File: src/rtl/serial_add_ctrl.sv
// Bit-serial adder sequencer wrapped around an external combinational 1-bit full adder.
// Optional subtract mode (sub input, ovf output) is enabled by defining SERIAL_SUB_EN.
module serial_add_ctrl #(
  parameter int WIDTH = 8
) (
  input  logic             clk,
  input  logic             rst,
  input  logic             start,
  input  logic [WIDTH-1:0] op_a,
  input  logic [WIDTH-1:0] op_b,
`ifdef SERIAL_SUB_EN
  input  logic             sub,
  output logic             ovf,
`endif
  output logic             busy,
  output logic             done,
  output logic [WIDTH-1:0] result,
  output logic             cout,
  output logic             fa_a,
  output logic             fa_b,
  output logic             fa_cin,
  input  logic             fa_sum,
  input  logic             fa_carry
);

  localparam int CW = (WIDTH > 1) ? $clog2(WIDTH) : 1;
  localparam logic [CW-1:0] LAST_BIT = CW'(WIDTH - 1);

  typedef enum logic [1:0] {
    IDLE = 2'd0,
    RUN  = 2'd1,
    DONE = 2'd2
  } state_t;

  state_t           state_q, state_d;
  logic [WIDTH-1:0] sa_q, sa_d;
  logic [WIDTH-1:0] sb_q, sb_d;
  logic [WIDTH-1:0] result_q, result_d;
  logic             carry_q, carry_d;
  logic             cout_q, cout_d;
  logic [CW-1:0]    cnt_q, cnt_d;
  logic             ovf_q, ovf_d;
  logic             load;

  always_ff @(posedge clk) begin
    if (rst) begin
      state_q  <= IDLE;
      sa_q     <= '0;
      sb_q     <= '0;
      result_q <= '0;
      carry_q  <= 1'b0;
      cout_q   <= 1'b0;
      cnt_q    <= '0;
      ovf_q    <= 1'b0;
    end else begin
      state_q  <= state_d;
      sa_q     <= sa_d;
      sb_q     <= sb_d;
      result_q <= result_d;
      carry_q  <= carry_d;
      cout_q   <= cout_d;
      cnt_q    <= cnt_d;
      ovf_q    <= ovf_d;
    end
  end

  always_comb begin
    state_d  = state_q;
    sa_d     = sa_q;
    sb_d     = sb_q;
    result_d = result_q;
    carry_d  = carry_q;
    cout_d   = cout_q;
    cnt_d    = cnt_q;
    ovf_d    = ovf_q;
    load     = 1'b0;

    case (state_q)
      IDLE: begin
        load = start;
      end
      RUN: begin
        sa_d     = sa_q >> 1;
        sb_d     = sb_q >> 1;
        result_d = {fa_sum, result_q[WIDTH-1:1]};
        carry_d  = fa_carry;
        cnt_d    = cnt_q + CW'(1);
        if (cnt_q == LAST_BIT) begin
          cout_d  = fa_carry;
          // Signed overflow: carry into the MSB stage differs from carry out of it.
          ovf_d   = carry_q ^ fa_carry;
          cnt_d   = '0;
          state_d = IDLE;
          state_d = DONE;
        end
      end
      DONE: begin
        state_d = IDLE;
        load    = start;
      end
      default: begin
        state_d = IDLE;
      end
    endcase

    // Accepting a start is identical from IDLE and DONE.
    if (load) begin
      sa_d    = op_a;
      cnt_d   = '0;
      state_d = RUN;
`ifdef SERIAL_SUB_EN
      sb_d    = sub ? ~op_b : op_b;
      carry_d = sub;
`else
      sb_d    = op_b;
      carry_d = 1'b0;
`endif
    end
  end

  always_comb begin
    busy   = (state_q == RUN);
    done   = (state_q == DONE);
    fa_a   = (state_q == RUN) ? sa_q[0] : 1'b0;
    fa_b   = (state_q == RUN) ? sb_q[0] : 1'b0;
    fa_cin = (state_q == RUN) ? carry_q : 1'b0;
  end

  assign result = result_q;
  assign cout   = cout_q;
`ifdef SERIAL_SUB_EN
  assign ovf    = ovf_q;
`endif

endmodule

File: config.mk
export PLATFORM = sky130hd
export DESIGN_NAME = serial_add_ctrl
export DESIGN_NICKNAME = d
export VERILOG_FILES = /design/src/rtl/serial_add_ctrl.sv
export SDC_FILE = /design/constraint.sdc
export NUM_CORES = 1
export LEC_CHECK = 0
export ABC_AREA = 1
export CAP_MARGIN = 15
export CORE_MARGIN = 5
export CORE_UTILIZATION = 44
export CTS_CLUSTER_SIZE = 16
export DETAILED_ROUTE_END_ITERATION = 12
export GPL_ROUTABILITY_DRIVEN = 0
export PLACE_DENSITY = 0.82
export SLEW_MARGIN = 25
export SYNTH_ARGS = -nofsm -noshare
export SYNTH_HDL_FRONTEND = slang
export SYNTH_SLANG_ARGS = --single-unit
File: constraint.sdc
create_clock -name clk -period 1.05 [get_ports clk]
set_clock_uncertainty 0.1 [all_clocks]
set_input_delay 0.2625 -clock clk [delete_from_list [all_inputs] [get_ports clk]]
set_output_delay 0.2625 -clock clk [all_outputs]
set_load 0.05 [all_outputs]
# Yosys cells after proc, flatten, opt, wreduce, memory -nomap -nowiden
# Index checks and enable logic that the tools add are counted.
[classes]
addsub = 1
n_eq_ne = 6
n_mux = 12
n_bitwise = 1
n_reduce_logical = 7
[ops]
columns = ["cell", "n"]
rows = [
  ["2-to-1 mux 8 bit", 4],
  ["AND reduction 2 bit", 3],
  ["2-to-1 mux 1 bit", 5],
  ["one-hot mux 2 bit (2 select lines)", 1],
  ["OR reduction 2 bit", 2],
  ["adder 3 x 1 -> 3 bit (second input constant)", 1],
  ["equality test 3 bit (second input constant)", 1],
  ["2-to-1 mux 3 bit", 1],
  ["!= test 3 x 1 -> 1 bit (second input constant)", 1],
  ["equality test 2 x 1 -> 1 bit (second input constant)", 1],
  ["equality test 2 bit (second input constant)", 1],
  ["logical NOT 2 bit", 1],
  ["2-to-1 mux 2 bit", 1],
  ["!= test 2 x 1 -> 1 bit (second input constant)", 1],
  ["!= test 2 bit (second input constant)", 1],
  ["nonzero test 2 bit", 1],
  ["NOT 1 bit", 1],
]
[word_totals]
reg_bits = 31
in_bits = 21
output_inout_bits = 14
wordCells = 35

# Depth between registers and ports, before layout
[depth]
word_depth = 5
mapped_depth = 8
ltp_nobuf = 7

# Worst setup path before layout
# Ideal clock, no wire load.
[synth_timing]
path_kind = "register -> output"
startpoint = "register state_q[0]"
endpoint = "output fa_a"
arrival_time_ps = 1359
required_time_ps = 687
setup_slack_ps = -672
path_stages_with_launch = 4
path_buffers = 1
cell_sequence = "dfxtp_1 -> nand2_4 -> clkbuf_1 -> nor2_1"
[synth_via]
elab_chain_len = 2
[synth_lines]
columns = ["element", "line_no", "text"]
rows = [
  ["from (decl)", "35", "state_t state_q, state_d;"],
  ["from (signal assigned)", "56", "state_q <= state_d;"],
  ["equality test 2 x 1 -> 1 bit", "124", "fa_a = (state_q == RUN) ? sa_q[0] : 1'b0;"],
  ["2-to-1 mux 1 bit", "124", ""],
  ["to (decl)", "19", "output logic fa_a,"],
]
# No other way between the ends.

# Worst setup path in the final report
[layout_timing]
startpoint = "register state_q[1]"
endpoint = "output fa_a"
# The elaborated chain is that of the path after synthesis.

==> metrics <==
status=finished with violations; violated checks=negative setup slack; Worst Path Max Fanout=8; crit path kind=flop to output port; Synth Net Count=229; CTS Root Cell=clkbuf_4; clk slew on worst S/H paths=100 ps; Power Total=between 3 and 4 mW; post-synth top area share=42.9%; Yosys reg bits=31; slew margin rel.=75.3%; grt ovf=0; non-filler instance count after layout=317; Site Rows=20; Die H=67.4 um; slowest stage delay, CP=340 ps; YS warnings=0; crit-path cells=inv_4 > nand2_8 > nor2_4 > buf_12; Filler Cells Inserted=~190; Die Area=4540 um2; share of layout cells above drive strength 1=a little under half; synthesized cell area=between 1000 and 1500 um2; number of global-route vias before repair=1,595; dpl cells=294; power density cells=1290 nW/um2; Fin Hold WS=around 380 ps; Synth area leaders=dfxtp_1 (43%), nor2_1 (12%), inv_1 (8.6%); vias per cell=about 5.3; Max H-tree Level=2; VDD IR max=1.11 mV; DRT Pass-1 Iters=4; core area=3100 um2; total wire length=between 5000 and 6000 um; diodes inserted=0; Initial Utilization=46.7%; synth-to-layout area growth=74.2%; # nets final=approximately 300; worst setup margin=-453 ps; Distinct cells, synth=19; CTS tree=done; post-synthesis sequential area ratio=between 40% and 50%; Post-synth EDFFs=0; cts bufs inserted=5; RSZ-0062 raised after global routing=true; Final Max Slew Viols=0; mean area per synthesized cell=7.03 um2; chip width=67.4 um; clk sink count=31; dpl hpwl=2670 um; Fmax=approximately 0.67 GHz; hold_buf cts=0; Detail Route Antenna Nets=0; IO buf count=34; Setup Viol. Count Final=45; initial antenna violation count=0; WL/cell=17.9 um; Synth Flop Type=dfxtp_1; Iter 0 DRT Violations=190; fin crit share=143%; Worst setup SP type=flop; drt drc=0; pin count of the biggest net entering global routing=20; Skew-Pair Late Insertion Delay=360 ps; critical path required time=roughly 690 ps; Final Hold Vio Count=0; # IOs=35; ys async rst share=0%; Cells after Synth=slightly above 200; global-route wire length before repair=7270 um; leakage=roughly 1.1 nW; crit end category=output port; # Max-Cap Violations=0; GRT Overall Usage=between 20 and 25%; crit path DAT=1140 ps; measured slew at the worst slew-check pin=371 ps; Hold WC Path Type=flop to flop; Tmin final=approximately 1500 ps; CTS max path bufs=2; leading area contributor after synthesis=dfxtp_1; DR vias=1,672; Worst path slowest cell=dfxtp_2
state kept, by name, summed over array words and instances, names as in the netlist:
register / cells
result: 8
sa_q: 8
sb_q: 8
cnt_q: 3
state_q: 2
carry_q: 1
cout: 1
timing repair:
item,4_1_cts,5_1_grt
buffers inserted,10,5
pin swaps,6,7
cloned,1,1
gates resized for setup,49,32
endpoints found under the setup margin,45,45
critical path: cells and delay by family (launching register included):
kind | cells | cell delay [ps]
flops | 1 | 340
buf+inv | 2 | 220
simple gates | 2 | 220
placed cells by master, fill, tap and decap left out, types with 3 or more instances in the layout:
cell type and count:
buf_12 15, nor2_4 6, o21ai_1 6, dfxtp_2 11
inv_1 30, a21oi_2 6, o21ai_0 6, clkbuf_4 5
nand2_8 3, nand3_2 3, o21ai_2 8, dfxtp_1 18
nor2_2 13, clkdlybuf4s50_1 19, inv_2 3, nor2_1 32
nand3_1 8, nand2_1 20, buf_6 8, nand2_2 14
buf_4 22
cell families after synthesis:
family                     after synthesis  share of synthesized area [%]
buffers and inverters                   45                           14.5
and+or+nand+nor                        100                           31.2
AOI/OAI and AO/OA                       28                           9.68
DFF                                     31                           42.9
adders and majority gates                2                           1.73
per-layer routing:
layer  vias to the layer above  routed length (um)  track usage (%)
met3                        35                 360             4.99
met5                         -                   0                0
li1                        758                   -                -
met4                         0                 237             11.4
met2                        98                2990             40.2
met1                       781                2080             23.1
cell usage after synthesis (2+ instances only):
cell type / number
a21oi_1: 8
buf_2: 3
buf_6: 2
clkbuf_1: 2
dfxtp_1: 31
ha_1: 2
inv_1: 33
inv_2: 2
nand2_1: 24
nand2_2: 11
nand2_4: 3
nand3_1: 11
nor2_1: 46
nor2_2: 5
o21ai_0: 16
o21ai_1: 4
final cells by class:
class                      instances  area [um2]  area share (%)
clock buffer                       8        68.8            2.73
inverter                          36         148            5.86
multi-input combinational        131         827            32.8
sequential                        31         642            25.5
tap                               44        55.1            2.18
timing repair buffer              66         769            30.5
timing repair inverter             1        11.3           0.447
per-stage QoR:
stage / utilization, % / cell area, um2 / setup slack (ps) / TNS (ps)
after global routing: 81.3 / 2520 / -485 / -13090
after CTS: 76.8 / 2380 / -428 / -7880
after floorplan: - / 1530 / -213 / -1130
after detailed placement: 68.0 / 2110 / -542 / -14240
after global placement: 68.0 / 2110 / -509 / -13240
final: 81.3 / 2520 / -453 / -11310
report_power, final:
part,switching (mW),leakage [nW],internal (mW)
sequential,0.0878,0.261,1.28
combinational,0.579,0.809,0.471
clock,0.448,0.0386,0.394
final timing paths:
| check | startpoint | endpoint | slack, ps | cells after the start |
|---|---|---|---|---|
| max | state_q[1] | fa_a | -450 | 4 |
| min | carry_q | carry_q | 380 | 2 |
| max reg2reg | state_q[1] | sb_q[6] | -340 | 8 |
| min reg2reg | carry_q | carry_q | 380 | 2 |
Note: power is estimated with default switching activity, not from simulation.
